File: config.mk
export PLATFORM = sky130hd
export DESIGN_NAME = skew_feeder_flat
export DESIGN_NICKNAME = d
export VERILOG_FILES = /design/src/rtl/skew_feeder_pkg.sv /design/src/rtl/skew_feeder_if.sv /design/src/rtl/skew_feeder_sync_fifo.sv /design/src/rtl/skew_feeder.sv /design/src/flat_wrapper.sv
export SDC_FILE = /design/constraint.sdc
export NUM_CORES = 1
export LEC_CHECK = 0
export ABC_CLOCK_PERIOD_IN_PS = 2800
export CORE_ASPECT_RATIO = 0.75
export CORE_MARGIN = 2
export CORE_UTILIZATION = 50
export CTS_CLUSTER_DIAMETER = 30
export DETAILED_ROUTE_END_ITERATION = 10
export PLACE_DENSITY_LB_ADDON = 0.05
export SYNTH_ARGS = -nofsm -noshare
export SYNTH_HDL_FRONTEND = slang
export SYNTH_HIERARCHICAL = 1
export SYNTH_SLANG_ARGS = --single-unit
File: constraint.sdc
create_clock -name clk -period 2.8 [get_ports clk]
set_input_delay 0.28 -clock clk [delete_from_list [all_inputs] [get_ports clk]]
set_output_delay 0.28 -clock clk [all_outputs]
set_load 0.005 [all_outputs]
File: src/rtl/skew_feeder_pkg.sv
// Shared defaults, FSM state encoding and lane element type for the skew feeder.
package skew_pkg;
  localparam int unsigned LANES      = 8;
  localparam int unsigned ELEM_W     = 8;
  localparam int unsigned FIFO_DEPTH = 4;
  localparam int unsigned WORD_W     = 64;

  typedef enum logic [1:0] {IDLE, FEED, DRAIN, DONE} state_t;
  typedef logic [ELEM_W-1:0] elem_t;
endpackage

File: src/rtl/skew_feeder_if.sv
// Stream handshake from the banked buffer into the skew feeder.
interface skew_feeder_if;
  import skew_pkg::*;
  logic [WORD_W-1:0] in_data;
  logic              in_valid;
  logic              in_ready;

  modport master (output in_data, output in_valid, input in_ready);
  modport slave  (input in_data, input in_valid, output in_ready);
endinterface

File: src/rtl/skew_feeder_sync_fifo.sv
// Small synchronous FIFO with registered occupancy; read data is the head entry.
module sync_fifo #(
  parameter int unsigned WIDTH = 64,
  parameter int unsigned DEPTH = 4
) (
  input  logic             clk,
  input  logic             rst,
  input  logic             push,
  input  logic [WIDTH-1:0] push_data,
  input  logic             pop,
  output logic [WIDTH-1:0] pop_data,
  output logic             full,
  output logic             empty
);
  localparam int unsigned AW = (DEPTH > 1) ? $clog2(DEPTH) : 1;

  logic [WIDTH-1:0] mem [DEPTH];
  logic [AW-1:0]    wr_ptr, rd_ptr;
  logic [AW:0]      count;
  logic             do_push, do_pop;

  assign full     = (count == (AW+1)'(DEPTH));
  assign empty    = (count == '0);
  assign do_push  = push && !full;
  assign do_pop   = pop && !empty;
  assign pop_data = mem[rd_ptr];

  always_ff @(posedge clk) begin
    if (do_push) mem[wr_ptr] <= push_data;
  end

  always_ff @(posedge clk) begin
    if (!rst) begin
      wr_ptr <= '0;
      rd_ptr <= '0;
      count  <= '0;
    end else begin
      if (do_push) wr_ptr <= wr_ptr + 1'b1;
      if (do_pop)  rd_ptr <= rd_ptr + 1'b1;
      case ({do_push, do_pop})
        2'b10:   count <= count + 1'b1;
        2'b01:   count <= count - 1'b1;
        default: count <= count;
      endcase
    end
  end
endmodule

File: src/rtl/skew_feeder.sv
// Buffers stream words, frames a tile, and staircase-skews lanes for a systolic array.
// Optional bubble counter port enabled by SKEW_FEEDER_PERF_CNT_EN.
module skew_feeder #(
  parameter int unsigned LANES      = skew_pkg::LANES,
  parameter int unsigned ELEM_W     = skew_pkg::ELEM_W,
  parameter int unsigned FIFO_DEPTH = skew_pkg::FIFO_DEPTH
) (
  input  logic                    clk,
  input  logic                    rst,
  skew_feeder_if.slave            stream,
  input  logic                    start,
  input  logic [7:0]              tile_len,
  output logic [LANES*ELEM_W-1:0] out_data,
  output logic [LANES-1:0]        out_valid,
  output logic                    busy,
  output logic                    done
`ifdef SKEW_FEEDER_PERF_CNT_EN
  ,
  output logic [15:0]             bubble_cnt
`endif
);
  import skew_pkg::*;

  state_t            state_q, state_d;
  logic [7:0]        remaining_q, remaining_d;
  logic [7:0]        drain_q, drain_d;
  logic              pop, fifo_full, fifo_empty;
  logic [WORD_W-1:0] fifo_q, stage_in;

  assign stream.in_ready = rst && !fifo_full;

  sync_fifo #(.WIDTH(WORD_W), .DEPTH(FIFO_DEPTH)) u_fifo (
    .clk       (clk),
    .rst       (rst),
    .push      (stream.in_valid && stream.in_ready),
    .push_data (stream.in_data),
    .pop       (pop),
    .pop_data  (fifo_q),
    .full      (fifo_full),
    .empty     (fifo_empty)
  );

  always_comb begin
    state_d     = state_q;
    remaining_d = remaining_q;
    drain_d     = drain_q;
    pop         = 1'b0;
    case (state_q)
      IDLE: if (start) begin
        remaining_d = tile_len;
        state_d     = (tile_len == 8'd0) ? DONE : FEED;
      end
      FEED: if (!fifo_empty) begin
        pop         = 1'b1;
        remaining_d = remaining_q - 8'd1;
        if (remaining_q == 8'd1) begin
          drain_d = '0;
          state_d = (LANES > 1) ? DRAIN : DONE;
        end
      end
      DRAIN: begin
        if (drain_q == 8'(LANES - 2)) state_d = DONE;
        else                          drain_d = drain_q + 8'd1;
      end
      DONE:    state_d = IDLE;
      default: state_d = IDLE;
    endcase
  end

  always_ff @(posedge clk) begin
    if (!rst) begin
      state_q     <= IDLE;
      remaining_q <= '0;
      drain_q     <= '0;
    end else begin
      state_q     <= state_d;
      remaining_q <= remaining_d;
      drain_q     <= drain_d;
    end
  end

  assign busy     = (state_q != IDLE);
  assign done     = (state_q == DONE);
  assign stage_in = pop ? fifo_q : '0;

  // Lane i owns stage 0 plus i delay registers; bubbles ride the same chain.
  for (genvar i = 0; i < LANES; i++) begin : g_lane
    logic [i:0][ELEM_W-1:0] data_q;
    logic [i:0]             vld_q;

    if (i == 0) begin : g_head
      always_ff @(posedge clk) begin
        if (!rst) begin
          data_q <= '0;
          vld_q  <= '0;
        end else begin
          data_q <= stage_in[i*ELEM_W +: ELEM_W];
          vld_q  <= pop;
        end
      end
    end else begin : g_chain
      always_ff @(posedge clk) begin
        if (!rst) begin
          data_q <= '0;
          vld_q  <= '0;
        end else begin
          data_q <= {data_q[i-1:0], stage_in[i*ELEM_W +: ELEM_W]};
          vld_q  <= {vld_q[i-1:0], pop};
        end
      end
    end

    assign out_data[i*ELEM_W +: ELEM_W] = data_q[i];
    assign out_valid[i]                 = vld_q[i];
  end

`ifdef SKEW_FEEDER_PERF_CNT_EN
  always_ff @(posedge clk) begin
    if (!rst)                                       bubble_cnt <= '0;
    else if (state_q == IDLE && start)              bubble_cnt <= '0;
    else if (state_q == FEED && fifo_empty && bubble_cnt != '1)
                                                    bubble_cnt <= bubble_cnt + 16'd1;
  end
`endif
endmodule

File: src/flat_wrapper.sv
// flat-port wrapper written by rule: the top's interface ports become plain ports
module skew_feeder_flat import skew_pkg::*;
#(
  parameter int unsigned LANES      = skew_pkg::LANES,
  parameter int unsigned ELEM_W     = skew_pkg::ELEM_W,
  parameter int unsigned FIFO_DEPTH = skew_pkg::FIFO_DEPTH
)
  (clk, rst, start, tile_len, out_data, out_valid, busy, done, stream_in_data, stream_in_valid, stream_in_ready);
  skew_feeder_if stream_i ();
  input  logic clk;
  input  logic rst;
  input  logic start;
  input  logic [7:0] tile_len;
  output logic [LANES*ELEM_W-1:0] out_data;
  output logic [LANES-1:0] out_valid;
  output logic busy;
  output logic done;
  input wire logic [$bits(stream_i.in_data)-1:0] stream_in_data;
  input wire logic [$bits(stream_i.in_valid)-1:0] stream_in_valid;
  output wire logic [$bits(stream_i.in_ready)-1:0] stream_in_ready;
  assign stream_i.in_data = stream_in_data;
  assign stream_i.in_valid = stream_in_valid;
  assign stream_in_ready = stream_i.in_ready;
  skew_feeder #(.LANES(LANES), .ELEM_W(ELEM_W), .FIFO_DEPTH(FIFO_DEPTH)) u_core (.clk(clk), .rst(rst), .stream(stream_i), .start(start), .tile_len(tile_len), .out_data(out_data), .out_valid(out_valid), .busy(busy), .done(done));
endmodule
* Word level (Yosys, flattened, before mapping)
Memory sizes are Yosys's and may differ from the RTL's. A register that Yosys moved wholly into a read port is not among the register bits.
Index checks and enable logic that the tools add are counted.
** Word-level totals
- Memories :: 1
- Input port bits :: 76
- Register bits :: 285
- Bits in writable memories :: 256
- Logic and storage cells :: 98
** Memories
- u_core.u_fifo.mem :: words 4, width 64, read ports 1, clocked after memory_dff 1, wr ports 1, RTL line skew_feeder_sync_fifo.sv:17 : logic [WIDTH-1:0] mem [DEPTH];
** Cells by class
- Reductions and logical operators :: 18
- Mux-type cells :: 18
- Add/sub/neg operators :: 6
- Eq/ne operators :: 13
** Operators with widths (count)
- $mux W8 :: 5
- $pmux W8 S2 :: 2
- $mux W2 :: 5
- $add A8 B1 Y8 const B :: 1
- $eq A8 B1 Y1 const B :: 1
- $eq A8 B3 Y1 const B :: 1
- $logic_not A8 Y1 :: 1
- $pmux W2 S4 :: 1
- $reduce_and A4 Y1 :: 2
- $reduce_bool A2 Y1 :: 4
- $sub A8 B1 Y8 const B :: 1
- $eq A2 B2 Y1 const B :: 3
- $ne A2 B2 Y1 const B :: 3
- $pmux W3 S2 :: 1
- $add A2 B1 Y2 const B :: 2
- $eq A2 B1 Y1 const B :: 2
- $logic_and A1 B1 Y1 :: 4
- $mux W1 :: 4
- $ne A2 B1 Y1 const B :: 2
- $add A3 B1 Y3 const B :: 1
- $eq A3 B3 Y1 const B :: 1
- $logic_not A1 Y1 :: 3
- $logic_not A3 Y1 :: 1
- $reduce_and A3 Y1 :: 1
- 3 further kinds :: 3

* Longest topological paths before layout
- Depth after elaboration :: 7
- Mapped depth :: 12
- Mapped depth without buffers :: 11

* Cells and area by module
Netlist, hierarchy kept.
** Modules (own cells, without submodules)
- sync_fifo :: instances 1, area each 9808.2 µm², cells each 388
- skew_feeder :: instances 1, area each 9555.4 µm², cells each 825

* Least setup slack after synthesis
Ideal clock, no wire load.
- Path type :: in2reg
- From :: input port rst
- To :: memory u_core.u_fifo.mem[0][0], enable pin
- Setup slack :: -0.160 ns
- Cell stages on the path :: 6
- Path buffers :: 1
- Arrival :: 2.531 ns
- Setup time :: 0.429 ns
- Required time :: 2.371 ns
- Cell sequence :: clkinv_1 nor2_1 and2_1 nor2b_1 buf_2 and2_1
** Between the ends
- Cells in the longest elaborated chain, start to end :: 5
** RTL lines
- from (decl) :: RTL line flat_wrapper.sv:11 : input logic rst;
- $logic_and A1 B1 Y1 :: RTL line skew_feeder.sv:30 : assign stream.in_ready = rst && !fifo_full;
- net stream_in_ready :: RTL line flat_wrapper.sv:20 : output wire logic [$bits(stream_i.in_ready)-1:0] stream_in_ready;
- $logic_and A1 B1 Y1 :: RTL line skew_feeder.sv:35 : .push (stream.in_valid && stream.in_ready),
- $logic_and A1 B1 Y1 :: RTL line skew_feeder_sync_fifo.sv:24 : assign do_push = push && !full;
- $mux W1 :: RTL line skew_feeder_sync_fifo.sv:29 : if (do_push) mem[wr_ptr] <= push_data;
- $mux W1 (implied by the code) :: RTL line skew_feeder_sync_fifo.sv:29
- to (decl) :: RTL line skew_feeder_sync_fifo.sv:17
The timed path passes the listed nets, and every way through them passes these cells.

* Worst setup path in the final report
- From :: register u_core.u_fifo.count[2]
- To :: register u_core.u_fifo.count[2]
** Between the ends
- Cells in the longest elaborated chain, start to end :: 7
- Elaborated cells on any way between the ends :: 16
- Classes of those cells :: 2 x add/sub; 3 x eq/ne; 3 x mux; 8 x reduce/logical
** RTL lines
- from (decl) :: RTL line skew_feeder_sync_fifo.sv:19 : logic [AW:0] count;
- from (signal assigned) :: RTL line skew_feeder_sync_fifo.sv:41 : 2'b10: count <= count + 1'b1;
- from (signal assigned) :: RTL line skew_feeder_sync_fifo.sv:42 : 2'b01: count <= count - 1'b1;
- from (signal assigned) :: RTL line skew_feeder_sync_fifo.sv:43 : default: count <= count;
- $eq A3 B3 Y1 (*) :: RTL line skew_feeder_sync_fifo.sv:22 : assign full = (count == (AW+1)'(DEPTH));
- net u_core.fifo_full :: RTL line skew_feeder.sv:27 : logic pop, fifo_full, fifo_empty;
- $logic_not A1 Y1 (*) :: RTL line skew_feeder_sync_fifo.sv:24, skew_feeder.sv:30
- $logic_and A1 B1 Y1 :: RTL line skew_feeder.sv:30
- $logic_and A1 B1 Y1 :: RTL line skew_feeder.sv:35
- $logic_and A1 B1 Y1 (*) :: RTL line skew_feeder_sync_fifo.sv:24
- $eq A2 B1 Y1 / $eq A2 B2 Y1 (equally long branches) :: RTL line skew_feeder_sync_fifo.sv:40 : case ({do_push, do_pop})
- $pmux W3 S2 / $reduce_bool A2 Y1 (equally long branches)
Mark *: on every way through the listed nets, which the timed path passes. The rest lies on a longest branch.
A chain may end at the register's enable or synchronous reset.

==> results.md <==
- Worst hold slack: 0.137 ns
- Vias in the first global route: 9625
- Hold_buf cts: 0
- Worst-Margin Slew: 0.848 ns
- CP Cell Sequence: nor3b_2, nor2_1, and2_1, nor2b_1, inv_1, ha_1, inv_1, fa_1, xor2_1, or3_1, a21boi_0
- Finished Layout Cells: around 2000
- Root Buffer: clkbuf_16
- Final Setup Violations: 0
- Std-Cell Rows: just over 60
- Crit start category: flop
- # fillers: 2836
- Ys async rst share: 0%
- DRT Wirelength: 32.9 mm
- Worst Path Required: 3.32 ns
- Syn avg cell area: 16.0 sq um
- Relative slew slack: 43.5%
- Dpl cells: 1790
- Sequential fraction of the synthesis area: about 73%
- Die height: 174 microns
- Post-synth top area share: 39.7%
- Post-Synth XOR/XNOR Area: 0.0905%
- Largest delay share family, worst path: simple AND/OR/NAND/NOR gates
- Worst skew pair latency: a little over 0.6 ns
- Pre-antenna DRT Iters: 4
- Adder-Cell Fraction of Synth Area: under 10%
- #FFs+latches synth: 579
- Largest net degree at the start of global routing: 249
- Multi-input combinational cell area: ~4400 sq um
- Worst Path Max Fanout: 4
- Via density: 4.79
- GRT met3 Usage: 4.58%
- Tcrit/Tclk final: 86.4%
- Max Slew Vio Count: 0
- Clock transition at the registers of the reported paths: 0.05 ns
- Simple-gate share of the synthesized area: a little under an eighth
- ANT nets after route: 0
- CORE AREA: 38200 sq um
- Die ar.: about 40000 sq um
- Final HPWL from detailed placement: about 18 mm
- Syn. warnings: 6
- Clk buf depth: 3
- CP Capture Type: flop
- Post-synthesis mux area share: 7.79%
- Via count: 9419
- Drt drc: 0
- Hold violation count in the final report: 0
- Port bufs: 150
- FMAX: 0.414 GHz
- CTS tree: done
- Hold Crit Class: primary input to flop
- CTS Buf Count: just over 90
- Pre-CTS setup slack: 0.382 ns
- Tot Pwr: roughly 22 mW
- Antenna violations before repair: 4
- Reg area: 14200 sq um
- EDFF count, synth: between 200 and 300
- Most common cell in the synthesized netlist: dfxtp_1
- Crit path launch: u_core/u_fifo/count[2]
- Final worst setup slack: 0.382 ns
- Max Cap Viol: 0
- Syn Inst Count: 1213
- Skew final: 0.0227 ns
- Most used cell, CP: inv_1
- Reg2reg start: u_core/u_fifo/count[2]
- Synth Area in Compound Gates: between 1.5 and 2%
- Gr busiest metal: met2
- Cell area after layout: 24400 sq um
- Tmin final: about 2.4 ns
- Num ports: about 150
- Met1 global-route usage: 23.3%
- Top post-synthesis cells by area: edfxtp_1 40%, dfxtp_1 33%, and2_1 9.8%
- CTS sink count: a little under 600
- Final net count: 1463
- DIE WIDTH: 231 microns
- Post-CTS Repair Setup Buffers: 0
- Initial Util: 50.6%
- Peak supply drop: between 0.4 and 0.5 mV
- # resized after CTS: 0
- Drt wl/cell: around 17 microns
- Area grow syn2layout: 26.0%
- Predominant post-synthesis flop cell: dfxtp_1
- Critical path type: flop to flop
- Fin util: 63.8%
- Initial drt markers: 595
- CTS H-tree depth: 3
- RSZ-0062 raised after global routing: no
- PwrDens: about 900 nW/um^2
- Critical-path top delay cell: fa_1
- Leading cell types by count after synthesis: 323 x dfxtp_1, 302 x and2_1, 256 x edfxtp_1
- Slowest stage delay, CP: 0.42 ns
- Share of cells above drive strength 1: about a fifth
- Total negative setup slack: 0 ns
- Largest family of logic cells by synthesized area: simple AND/OR/NAND/NOR gates
- Netlist cell types: 60
- Overflow after GRT: 0
- Hold Startpoint: rst
- Placer Congestion: 0.733
- Syn nets: approximately 1300
- Post-DP Area: about 21000 sq um
- WP buf/inv: 2
- Pleak: 8.85 nW
- Global-route wire length before repair: 52.9 mm
- CP Data Arrival Time: 2.94 ns
- Global-route met2 utilization: 25.8%
- Synth Cell Area: 19400 sq um
- Total GRT Usage: between 10% and 20%
- Synth area leader: edfxtp_1
- Outcome: completed
[cell usage in the layout (no fill, tap or decap), types with 9 or more instances in the layout]
| cell type | instances |
|---|---|
| dfxtp_1 | 321 |
| and2_1 | 298 |
| edfxtp_1 | 256 |
| clkdlybuf4s50_1 | 149 |
| clkbuf_16 | 97 |
| mux4_2 | 60 |
| inv_1 | 16 |
| nor2_1 | 15 |
| a21oi_1 | 14 |
| ha_1 | 14 |
| o21ai_0 | 13 |
| buf_4 | 13 |
| buf_12 | 13 |
| clkinv_4 | 11 |
| clkbuf_1 | 10 |
| nand2_1 | 10 |
| inv_6 | 9 |
| clkinv_2 | 9 |
[sequential cells by signal (all words and copies together) (netlist names), named ones only]
name                  count
u_core/g_lane.vld_q       8
u_core/u_fifo/rd_ptr      2
u_core/out_data          56
u_core/drain_q            8
u_core/remaining_q        8
u_core/state_q            2
u_core/u_fifo/wr_ptr      2
u_core/u_fifo/mem       256
u_core/u_fifo/count       3
u_core/g_lane.data_q    232
[logic make-up (layout without fill, tap and decap cells)]
| family | Yosys count | after routing |
|---|---|---|
| AOI/OAI and AO/OA | 53 | 53 |
| xor gates and xnor gates | 2 | 2 |
| adders and majority gates | 15 | 15 |
| buffers and inverters | 129 | 368 |
| DFF | 579 | 579 |
| muxes | 69 | 69 |
| other | 0 | 1 |
| and+or+nand+nor | 366 | 366 |
[layer usage]
layer / share of wire, % / routed length (microns) / vias to the layer above
met5: 0.067 / 22 / -
met4: 1.9 / 635 / 4
met3: 4.6 / 1500 / 63
met2: 47 / 15400 / 183
met1: 47 / 15300 / 4615
li1: - / - / 4554
[layout make-up]
| cell class | count | area share [%] |
|---|---|---|
| Antenna cell | 1 | 0.0103 |
| Clock buffer | 115 | 10.6 |
| Clock inverter | 59 | 2.80 |
| Inverter | 18 | 0.277 |
| Multi-Input combinational cell | 505 | 18.0 |
| Sequential cell | 579 | 58.1 |
| Tap cell | 512 | 2.63 |
| Timing Repair Buffer | 176 | 7.63 |
[tightest hold or removal path, cell delays in order]
cell and delay (ns):
buf_6 0.10, clkinv_1 0.07, buf_4 0.17, a21oi_1 0.05
[where the power goes]
part           switching [mW]  leakage, nW  internal [mW]  total, mW
registers               0.108         4.93           9.04       9.14
clock network            4.13         1.59           7.34       11.5
logic                   0.613         2.33          0.519       1.13
total                    4.85         8.85           16.9       21.7
[path summary, 6_finish.rpt]
kind,to,slack (ns),cells past startpoint
setup / recovery,u_core/u_fifo/count[2],0.38,11
hold / removal,u_core/remaining_q[2],0.14,4
setup reg to reg,u_core/u_fifo/count[2],0.38,11
hold reg to reg,u_core/g_lane[6].data_q[14],0.41,1
No activity file was read; power rests on OpenSTA's default activity.
